$ cat src/rtl/spi_master_ctrl.sv
// SPI master sequencer: drives SCK/SS_n and issues load, shift, sample and
// write-back strobes to an external shift register for one DWIDTH-bit transfer.
module spi_master_ctrl #(
  parameter int DWIDTH    = 8,
  parameter int DIV_WIDTH = 8
) (
  input  logic                 clk,
  input  logic                 rst,
  input  logic                 start,
  input  logic                 cpol,
  input  logic                 cpha,
  input  logic [DIV_WIDTH-1:0] clk_div,
  input  logic                 spif_clr,
  output logic                 SCK,
  output logic                 SS_n,
  output logic                 busy,
  output logic                 shifter_en,
  output logic                 Shift_en,
  output logic                 Sample_en,
  output logic                 SPDR_rd_en,
  output logic                 SPDR_wr_en,
  output logic                 SPIF
);

  localparam int EW = $clog2(2*DWIDTH+1);
  localparam logic [EW-1:0] LAST_EDGE = EW'(2*DWIDTH);

  typedef enum logic [2:0] {IDLE, LOAD, LEAD, XFER, TAIL, DONE} state_t;

  state_t               state;
  logic                 cpol_r, cpha_r;
  logic [DIV_WIDTH-1:0] div_r;
  logic [DIV_WIDTH-1:0] div_cnt;
  logic [EW-1:0]        edge_cnt;

  logic          tc;
  logic [EW-1:0] next_edge;
  logic          leading;
  logic          edge_shift;
  logic          edge_sample;

  // Counter stops at div_r, so div_r = all-ones never wraps the counter.
  assign tc        = (div_cnt == div_r);
  assign next_edge = edge_cnt + 1'b1;
  assign leading   = next_edge[0];

  // Odd edges lead; with cpha=0 the final trailing edge carries no shift
  // because the MSB was already presented during LEAD.
  assign edge_shift  = cpha_r ? leading : (!leading && (next_edge != LAST_EDGE));
  assign edge_sample = cpha_r ? !leading : leading;

  always_ff @(posedge clk) begin
    if (rst) begin
      state      <= IDLE;
      SCK        <= 1'b0;
      SS_n       <= 1'b1;
      busy       <= 1'b0;
      shifter_en <= 1'b0;
      Shift_en   <= 1'b0;
      Sample_en  <= 1'b0;
      SPDR_rd_en <= 1'b0;
      SPDR_wr_en <= 1'b0;
      SPIF       <= 1'b0;
      cpol_r     <= 1'b0;
      cpha_r     <= 1'b0;
      div_r      <= '0;
      div_cnt    <= '0;
      edge_cnt   <= '0;
    end else begin
      shifter_en <= 1'b0;
      Shift_en   <= 1'b0;
      Sample_en  <= 1'b0;
      SPDR_rd_en <= 1'b0;
      SPDR_wr_en <= 1'b0;
      if (spif_clr) SPIF <= 1'b0;

      case (state)
        IDLE: begin
          SCK      <= cpol;
          SS_n     <= 1'b1;
          busy     <= 1'b0;
          div_cnt  <= '0;
          edge_cnt <= '0;
          if (start) begin
            cpol_r     <= cpol;
            cpha_r     <= cpha;
            div_r      <= clk_div;
            state      <= LOAD;
            SPDR_rd_en <= 1'b1;
            busy       <= 1'b1;
            SS_n       <= 1'b0;
          end
        end

        LOAD: begin
          state <= LEAD;
          if (!cpha_r) begin
            Shift_en   <= 1'b1;
            shifter_en <= 1'b1;
          end
        end

        // LEAD is the half-period before edge 1; both share the edge generator.
        LEAD, XFER: begin
          if (tc) begin
            div_cnt <= '0;
            if (state == XFER && edge_cnt == LAST_EDGE) begin
              state <= TAIL;
            end else begin
              state      <= XFER;
              edge_cnt   <= next_edge;
              SCK        <= ~SCK;
              Shift_en   <= edge_shift;
              shifter_en <= edge_shift;
              Sample_en  <= edge_sample;
            end
          end else begin
            div_cnt <= div_cnt + 1'b1;
          end
        end

        TAIL: begin
          if (tc) begin
            div_cnt    <= '0;
            state      <= DONE;
            SPDR_wr_en <= 1'b1;
          end else begin
            div_cnt <= div_cnt + 1'b1;
          end
        end

        DONE: begin
          state <= IDLE;
          busy  <= 1'b0;
          SS_n  <= 1'b1;
          SCK   <= cpol;
          SPIF  <= 1'b1;
        end

        default: state <= IDLE;
      endcase
    end
  end

endmodule

$ cat config.mk
export PLATFORM = sky130hd
export DESIGN_NAME = spi_master_ctrl
export DESIGN_NICKNAME = d
export VERILOG_FILES = /design/src/rtl/spi_master_ctrl.sv
export SDC_FILE = /design/constraint.sdc
export NUM_CORES = 1
export LEC_CHECK = 0
export CORE_MARGIN = 2
export CORE_UTILIZATION = 48
export DETAILED_ROUTE_END_ITERATION = 16
export GPL_TIMING_DRIVEN = 1
export PLACE_DENSITY = 0.74
export SYNTH_ARGS = -nofsm -noshare
export SYNTH_HDL_FRONTEND = slang
export SYNTH_SLANG_ARGS = --single-unit
$ cat constraint.sdc
create_clock -name clk -period 1.8 [get_ports clk]
set_input_delay 0.45 -clock clk [delete_from_list [all_inputs] [get_ports clk]]
set_output_delay 0.45 -clock clk [all_outputs]
set_load 0.1 [all_outputs]
## Word-level counts from Yosys, hierarchy flattened

Index checks and enable logic that the tools add are counted.

- Output and inout port bits: 9
- Logic and storage cells: 77
- Input bits: 14
- Register bits: 33

- Mux-type cells: 26
- Bitwise operators: 5
- Reduce and logical (&&, ||, !) cells: 19
- Add/sub/neg operators: 2
- Equality and inequality tests: 12

Operators with widths:

| operator | number |
|---|---|
| one-hot mux 8 bit (2 select lines) | 1 |
| 2-to-1 mux 1 bit | 12 |
| 2-to-1 mux 3 bit | 4 |
| one-hot mux 3 bit (4 select lines) | 1 |
| 2-to-1 mux 5 bit | 2 |
| one-hot mux 5 bit (2 select lines) | 1 |
| nonzero test 2 bit | 5 |
| AND reduction 3 bit | 3 |
| adder 8 x 1 -> 8 bit, second input constant | 1 |
| equality test 8 bit | 1 |
| 2-to-1 mux 8 bit | 1 |
| inequality test 2 bit, second input constant | 4 |
| one-hot mux 1 bit (2 select lines) | 4 |
| OR reduction 2 bit | 4 |
| equality test 3 x 2 -> 1 bit, second input constant | 2 |
| equality test 3 bit, second input constant | 2 |
| adder 5 x 1 -> 5 bit, second input constant | 1 |
| equality test 5 bit, second input constant | 1 |
| inequality test 5 bit, second input constant | 1 |
| NOT 1 bit | 5 |
| OR reduction 4 bit | 1 |
| equality test 3 x 1 -> 1 bit, second input constant | 1 |
| logical NOT 3 bit | 1 |
| OR reduction 3 bit | 1 |
| other kinds (3) | 4 |

## Depth between registers and ports, before layout

Gate-level depths: netlist of the first run.

- Word-level depth: 7
- Depth in mapped cells: 7
- Mapped depth without buffers: 7

## Least setup slack after synthesis of the first run

Ideal clock, no wire load.

- Path type: reg-to-output
- Start point: register, netlist name Shift_en
- End point: output port shifter_en
- Setup slack: -6 ps
- Data required time: 1350 ps
- Arrival time: 1356 ps
- Cell stages (with the launch flop): 2
- Cell sequence: dfxtp_1 -> buf_4

RTL lines:

| item | RTL line | source |
|---|---|---|
| to (decl) | 17 | `output logic shifter_en,` |

## Final worst setup path of the first run

- Start point: register div_cnt[3]
- End point: register div_cnt[5]

- Longest elaborated chain between the ends: 3
- Elaborated cells between the ends (all ways): 4

Ends and longest elaborated chain:

| item | RTL line | source |
|---|---|---|
| from (decl) | 33 | `logic [DIV_WIDTH-1:0] div_cnt;` |
| from (signal assigned) | 118 | `div_cnt <= div_cnt + 1'b1;` |
| from (signal assigned) | 128 | `div_cnt <= div_cnt + 1'b1;` |
| adder 8 x 1 -> 8 bit / equality test 8 bit (equally long branches) | 118, 128, 43 |  |
| 2-to-1 mux 8 bit (*) | 105, 123 |  |
| one-hot mux 8 bit (2 select lines) (*) | 77 | `case (state)` |

Every way passes the cells marked *; elsewhere a longest branch is shown, timed or not.
A chain may end at the register's enable or synchronous reset.

==> run summary, run 1 <==
The cell leakage power came out at 0.908 nW. The detailed router finished its first iteration with 96 violations. The core area came out at 3340 um2. The vertical die dimension is 62.9 um. After detailed routing, the number of remaining DRC violations is 0. The detailed-route wire length per cell came out at 13.2 um. Overall power consumption after layout is estimated at 1.89 mW.

The first global-routing pass estimated 6580 um of wire. The largest voltage drop on the vdd net came out at 593 uV. The critical path runs through a total of 6 cells.

Walking the worst path, the cells encountered are xor2_1, nor4_2, nand2_1, buf_4, a31o_1, mux2_2. The total count of max-transition violations in the final report came out at 0. The library cell used most frequently in the layout, excluding fill and tap cells, is nand2_1.

The number of routed nets with antenna violations came out at 0. Of the synthesized area, sequential elements account for 39.6%. The number of nets at the end of the flow came out at 261. The critical path in this run is classified as register to register.

The nature of the critical path startpoint is a register. Synthesis handed over a netlist of 207 instances. The number of standard-cell rows in the floorplan came out at 21. The sum of net half-perimeters after detailed placement is 2860 um. The worst setup path is captured at a register. The maximum level of the CTS H-tree is 2. The die area came out at 3960 um2. The initial antenna violation count came out at 0. TritonCTS built the clock tree.

Tracing the worst setup path back leads to its startpoint at div_cnt[3]$_SDFFE_PP0P_. The worst slew margin relative to its limit came out at 74.3%. The smallest clock period supported by the final layout is computed as 1.73 ns. When the netlist entered floorplanning its net count stood at 224. The clock insertion delay at the later pin of the skew report came out at 0.34 ns. The via count of the first global-routing pass is 1,415. The power density over cell area came out at 842 nW/um2. Setup violations remaining at the end of the flow were counted as 0. The cell area after placement came out at 2140 um2. Timing would allow up to 577 MHz. The overall routing resource usage is 21.2%. The CTS root buffer is clkbuf_4. The number of hold buffers added after cts is 0.

The routed wire length is 3850 um. The pin count of the biggest net entering global routing came out at 20. The class of the most critical hold timing path is register to register. The post-route cell area is 2240 um2. The area of the mapped netlist is 1670 um2. Along the worst path, the maximum fanout reaches 11.

The synthesis-stage register bit count came out at 33. The total CTS buffers is 5. The floorplan die width is 62.9 um.

Setup repair after global routing could not meet its margin everywhere. In the routed layout, each cell is associated on average with a via count of 5.51. The final clock skew came out at 0.00907 ns. Clock-pin slew was measured on the worst setup and hold paths at 0.10 ns. The worst path arrival time came out at 1.97 ns. The average instance area after synthesis is 8.06 um2. The count of yosys warnings during synthesis is 0. The buffer depth of the longest clock path is 2. The number of diodes is 0.

The endpoint of the worst hold path is div_r[1]$_SDFFE_PP0P_. In the layout the commonest cells are 32 x nand2_1, 29 x dfxtp_1, 21 x buf_4. The hold violation total from the final report came out at 0. The count of buffers added on input and output ports is 22. The count of vias placed by the detailed router is 1,604. The terminus of the critical flop-to-flop path is div_cnt[5]$_SDFFE_PP0P_. The layout overhead on the synthesized area came out at 34.4%. The routability-driven placement congestion ratio is 0.818. The number of filler cells placed in the layout came out at 276. The share of layout cells above drive strength 1 came out at 18.8%. The measured slew at the worst slew-check pin is 0.382 ns.

The worst min-delay path startpoint is div_r[1]$_SDFFE_PP0P_. The count of cells along the worst hold path is 2. The slowest stage of the critical path belongs to the cell dfxtp_4. The part of the cycle the worst path needs came out at 96.2%. The tree built by TritonCTS fans out to 33 sinks. The starting density of the core is 50.0%. On the worst path, the slowest cell contributes a delay of 0.38 ns. The run finished with clean final reports. The worst register-to-register path has a depth of 6. The number of optimization iterations in the first detailed-route pass came out at 5. The number of buffer and inverter stages on the critical path came out at 1. The count of boundary I/O pins is 23.

For this run the aggregate overflow at the end of global routing stands at 0. The count of different cell masters after synthesis came out at 42. The data required time of the critical path is 2.04 ns. The launching point of the worst reg2reg path is div_cnt[3]$_SDFFE_PP0P_. Setup slack on the worst reg-to-reg path comes out at 0.07 ns. The count of maximum capacitance violations is 0. The category of cells accounting for the largest share of critical-path delay is simple AND/OR/NAND/NOR gates.
## sequential cells by signal (all words and copies together), names as in the netlist
name	count
SCK	1
SPDR_rd_en	1
SPDR_wr_en	1
SPIF	1
SS_n	1
Sample_en	1
Shift_en	1
busy	1
cpha_r	1
div_cnt	8
div_r	8
edge_cnt	5
state	3
## logic make-up after synthesis
logic type      Yosys count  synth area share [%]
compound gates           53                  20.3
flops                    33                  39.6
mux                       1                 0.675
buf+inv                  20                  4.95
xor+xnor                 12                  6.30
simple gates             85                  26.0
fa+ha+maj                 3                  2.25
## repair_timing
| item | in CTS | in global routing |
|---|---|---|
| setup buffers | 0 | 0 |
| setup endpoints to repair | 0 | 7 |
| resized for setup | 0 | 6 |
## area by class of cell
cell class	instances	area, um2	share of cell area [%]
Multi-Input combinational cell	154	936	41.8
Clock buffer	7	55.1	2.46
Tap cell	46	57.6	2.57
Clock inverter	1	30.0	1.34
Sequential cell	33	668	29.8
Timing Repair Buffer	43	468	20.9
Inverter	7	26.3	1.17
## metal layers
| metal | track usage, % | up-vias | wire (um) |
|---|---|---|---|
| li1 | - | 821 | - |
| met1 | 28.6 | 737 | 1800 |
| met2 | 31.6 | 41 | 1780 |
| met3 | 5.77 | 5 | 208 |
| met4 | 9.17 | 0 | 63 |
| met5 | 0 | - | 0 |
## how the worst max path moves through the flow
stage | slack [ns] | to
2_1_floorplan | 0.09 | div_cnt[5]$_SDFFE_PP0P_
3_3_place_gp | -0.02 | div_cnt[5]$_SDFFE_PP0P_
3_5_place_dp | -0.04 | div_cnt[5]$_SDFFE_PP0P_
4_1_cts | 0.02 | edge_cnt[4]$_SDFFE_PP0P_
5_1_grt | -0.05 | edge_cnt[3]$_SDFFE_PP0P_
6_report | 0.07 | div_cnt[5]$_SDFFE_PP0P_
## synth_stat cells
library cell  instances  share of area [%]
and4_1                1               0.53
xnor2_1               1               0.53
o21a_1                1               0.45
dfxtp_1              33                 40
and3_1                4                1.5
o41ai_1               1               0.53
nor3_1                6                1.8
clkbuf_1              9                2.0
nand4_1               1               0.38
xor2_1               11                5.8
a31oi_1               9                3.4
a21oi_1              16                4.8
a41oi_1               1               0.53
nand2b_1              2               0.75
nand3b_1              2               0.90
or3_1                 6                2.3
nor2b_1               5                1.9
a21o_1                1               0.45
and2_1                1               0.38
a311oi_1              2                1.1
mux2_2                1               0.68
nand3_1               9                2.7
o22ai_1               1               0.38
o21ai_1               3               0.90
nor3b_1               3                1.4
nand2_1              32                7.2
inv_1                 6                1.4
o2111a_1              1               0.68
nor4_2                2                1.5
a31o_1                1               0.53
nor4_1                1               0.38
o211ai_1              4                1.8
o2111ai_1             2                1.1
ha_1                  3                2.3
buf_4                 1               0.45
or4_1                 1               0.45
nor2_1                9                2.0
buf_2                 3               0.90
clkinv_1              1               0.22
o21ai_0               6                1.8
o31ai_1               2               0.90
a221oi_1              2                1.1
## per-stage QoR
stage	setup TNS [ns]	hold WS (ns)	setup slack [ns]	instances	util (%)
6_report	0	0.469	0.0683	291	67.2
5_1_grt	-0.145	0.492	-0.0536	291	67.2
4_1_cts	0	0.475	0.0159	291	66.6
3_5_place_dp	-0.0686	0.462	-0.0368	283	64.1
3_3_place_gp	-0.0160	0.454	-0.0160	283	64.1
2_1_floorplan	0	0.448	0.0868	207	-
## power breakdown
part	internal (mW)	total, mW	switching [mW]
clock network	0.332	0.587	0.255
registers	0.766	0.808	0.0418
logic	0.196	0.493	0.297
total	1.29	1.89	0.594
## worst min-delay path, delay by kind of cell, from the launching register on
family | cells | cell delay (ns)
AOI/OAI and AO/OA | 1 | 0.05
and+or+nand+nor | 1 | 0.05
DFF | 1 | 0.34
Note: power is estimated with default switching activity, not from simulation.
==> run 2, diff against run 1 <==
CAP_MARGIN = 20   (was not set)
CTS_CLUSTER_SIZE = 40   (was not set)
==> results of run 2 <==
The final DEF is identical to that of run 1; final timing and power are the same.
==> run 3, diff against run 2 <==
GPL_ROUTABILITY_DRIVEN = 0   (was not set)
TNS_END_PERCENT = 5   (was not set)
==> run 3 against run 2 <==
Utilization unchanged. Cell area is the same. Via count decreased by 0.31%. Die area did not move. Routed wire length rose by 0.39%. Clock-buffer cell count unchanged. First-iteration DRC count is 7.3% lower. Clock power about the same. Worst setup slack got worse by 0.0035 ns. Power barely moved. Clock skew fell by 0.0016 ns. Non-clock buffer count unchanged. Largest cell class unchanged.
==> run summary, run 3 (synthesized netlist as in run 1, its figures left out) <==
The maximum level of the CTS H-tree is 2. The share of layout cells above drive strength 1 is 18.8%. The count of nets left with antenna violations once routing finished came out at 0. Row generation in the floorplan step produced 21 rows.

The cell leakage power came out at 0.908 nW. The clock insertion delay at the later pin of the skew report is 0.34 ns. The count of maximum capacitance violations is 0.

The worst path arrival time is 1.97 ns. The total area of multi-input combinational cells came out at 936 um2. The category of cells accounting for the largest share of critical-path delay is simple AND/OR/NAND/NOR gates. 0 antenna diodes ended up in the layout. The power density over cell area is 842 nW/um2.

The largest voltage drop on the vdd net came out at 596 uV. Setup repair after global routing could not meet its margin everywhere. The global-route wire length before repair came out at 6580 um. The filler cells instantiated in the layout total 276.

The total congestion overflow after global routing is 0. The worst setup path is launched from a register. The total CTS buffers came out at 5. The routed layout has 1,599 vias. The worst path needs 1.74 ns of the cycle, external delays included. The sum of negative setup slack came out at 0 ns.

The core region is 3340 um2. The via count of the first global-routing pass is 1,415. The largest registers in the layout are div_cnt x8, div_r x8, edge_cnt x5. The pre-CTS setup slack came out at -0.0368 ns. Clock tree synthesis found a total of 33 sinks. For this configuration, the core starts out at a cell density of 50.0%. The peak fanout along the critical path is 11. The count of boundary I/O pins came out at 23.

The number of nets at the end of the flow came out at 261. Leaving out fill and tap cells, the most frequent cells in the layout are 32 x nand2_1, 29 x dfxtp_1, 21 x buf_4. At the pin with the least slew margin, the transition time is 0.380 ns. Together, buffers and inverters on the worst path number 1. The vias per cell is 5.49.

The fmax is 576 MHz. The vertical die dimension is 62.9 um. The share of the core filled with cells in the final layout came out at 67.2%. Setup slack on the critical path of the routed design comes to 0.0648 ns. The final clock skew is 0.00751 ns.

The buffer depth of the longest clock path came out at 2. The delay contributed by the slowest stage of the critical path came out at 0.38 ns. Leaving out fill and tap cells, the most frequent cell in the layout is nand2_1. By startpoint and endpoint, the worst setup path is classified as register to register. Input and output buffers added on the ports amount to 22. The number of remaining DRC errors is 0. CTS placed an instance of clkbuf_4 at the clock tree root. The flow ran to the end, and the final reports show no timing, DRC or antenna violations.

TritonCTS built the clock tree. The hold violation total from the final report came out at 0. The sum of internal, switching and leakage power came out at 1.89 mW. Relative to the synthesized area, the layout overhead comes to 34.4%. Global routing used 21.2% of the available tracks across all layers. Detailed placement finished with a half-perimeter wire length of 2860 um.

The pin count of the biggest net entering global routing came out at 20. Once layout is done, the placed cells without fillers occupy 2240 um2. In this run the tightest slew margin relative to its limit is 74.4%. The total count of max-transition violations in the final report came to 0. The die covers 3960 um2. The worst setup path is captured at a register. The register area came out at 668 um2. The path class of the tightest hold or removal check is register to register. Summing all placed instances gives a cell area of 2140 um2. The initial antenna violation count was 0. The number of optimization iterations in the first detailed-route pass is 5.

Walking the worst path, the cells encountered are xor2_1, nor4_2, nand2_1, buf_4, a31o_1, mux2_2. The part of the cycle the worst path needs is 96.4%. The initial DRC count is 89.

The number of buffers added for setup after CTS came out at 0. The floorplan die width came out at 62.9 um. The clock-pin slew on the worst setup and hold paths is 0.10 ns. Dividing the detail-routed wire length by the instance count gives 13.3 um. The routed wire length came out at 3870 um. The number of endpoints failing setup at the final stage is 0. The data required time of the critical path is 2.04 ns. The library cell contributing the largest single delay on the critical path is dfxtp_4.
==> run 3: area by class of cell <==
class / instances / share of cell area (%)
well taps: 46 / 2.57
repair buffers: 43 / 20.9
flip-flops and latches: 33 / 29.8
inverters: 7 / 1.17
clock buffers: 7 / 2.46
multi-input cells: 154 / 41.8
clock inverters: 1 / 1.34
==> run 3: tightest hold or removal path, cell delays in order (launching register included) <==
cell and delay, ns:
dfxtp_1 0.33, nand2_1 0.05, a21oi_1 0.05
==> run 3: layer usage <==
layer	share of wire (%)	global-route usage, %	up-vias
li1	-	-	820
met1	48	28.6	733
met2	45	31.6	41
met3	4.5	5.77	5
met4	1.7	9.17	0
met5	0	0	-
==> run 3: metrics by stage <==
stage	instances	hold WS, ns
2_1_floorplan	207	0.448
6_report	291	0.472
3_5_place_dp	283	0.462
4_1_cts	291	0.475
5_1_grt	291	0.492
3_3_place_gp	283	0.454
==> run 3: repair_timing <==
| action | CTS | global route |
|---|---|---|
| endpoints found under the setup margin | 0 | 7 |
| gates resized for setup | 0 | 6 |
| hold endpoints to repair | 0 | 0 |
| hold buffers | 0 | 0 |
==> run 3: path summary, 6_finish.rpt <==
kind                                 from                       to  slack (ns)  cells past startpoint
setup / recovery  div_cnt[3]$_SDFFE_PP0P_  div_cnt[5]$_SDFFE_PP0P_        0.06                      6
hold / removal      div_r[5]$_SDFFE_PP0P_    div_r[5]$_SDFFE_PP0P_        0.47                      2
setup reg to reg  div_cnt[3]$_SDFFE_PP0P_  div_cnt[5]$_SDFFE_PP0P_        0.06                      6
hold reg to reg     div_r[5]$_SDFFE_PP0P_    div_r[5]$_SDFFE_PP0P_        0.47                      2
==> run 3: report_power, final <==
part	switching, mW	internal [mW]	total (mW)
registers	0.0417	0.766	0.808
clock network	0.254	0.332	0.586
logic	0.298	0.196	0.494
total	0.594	1.29	1.89
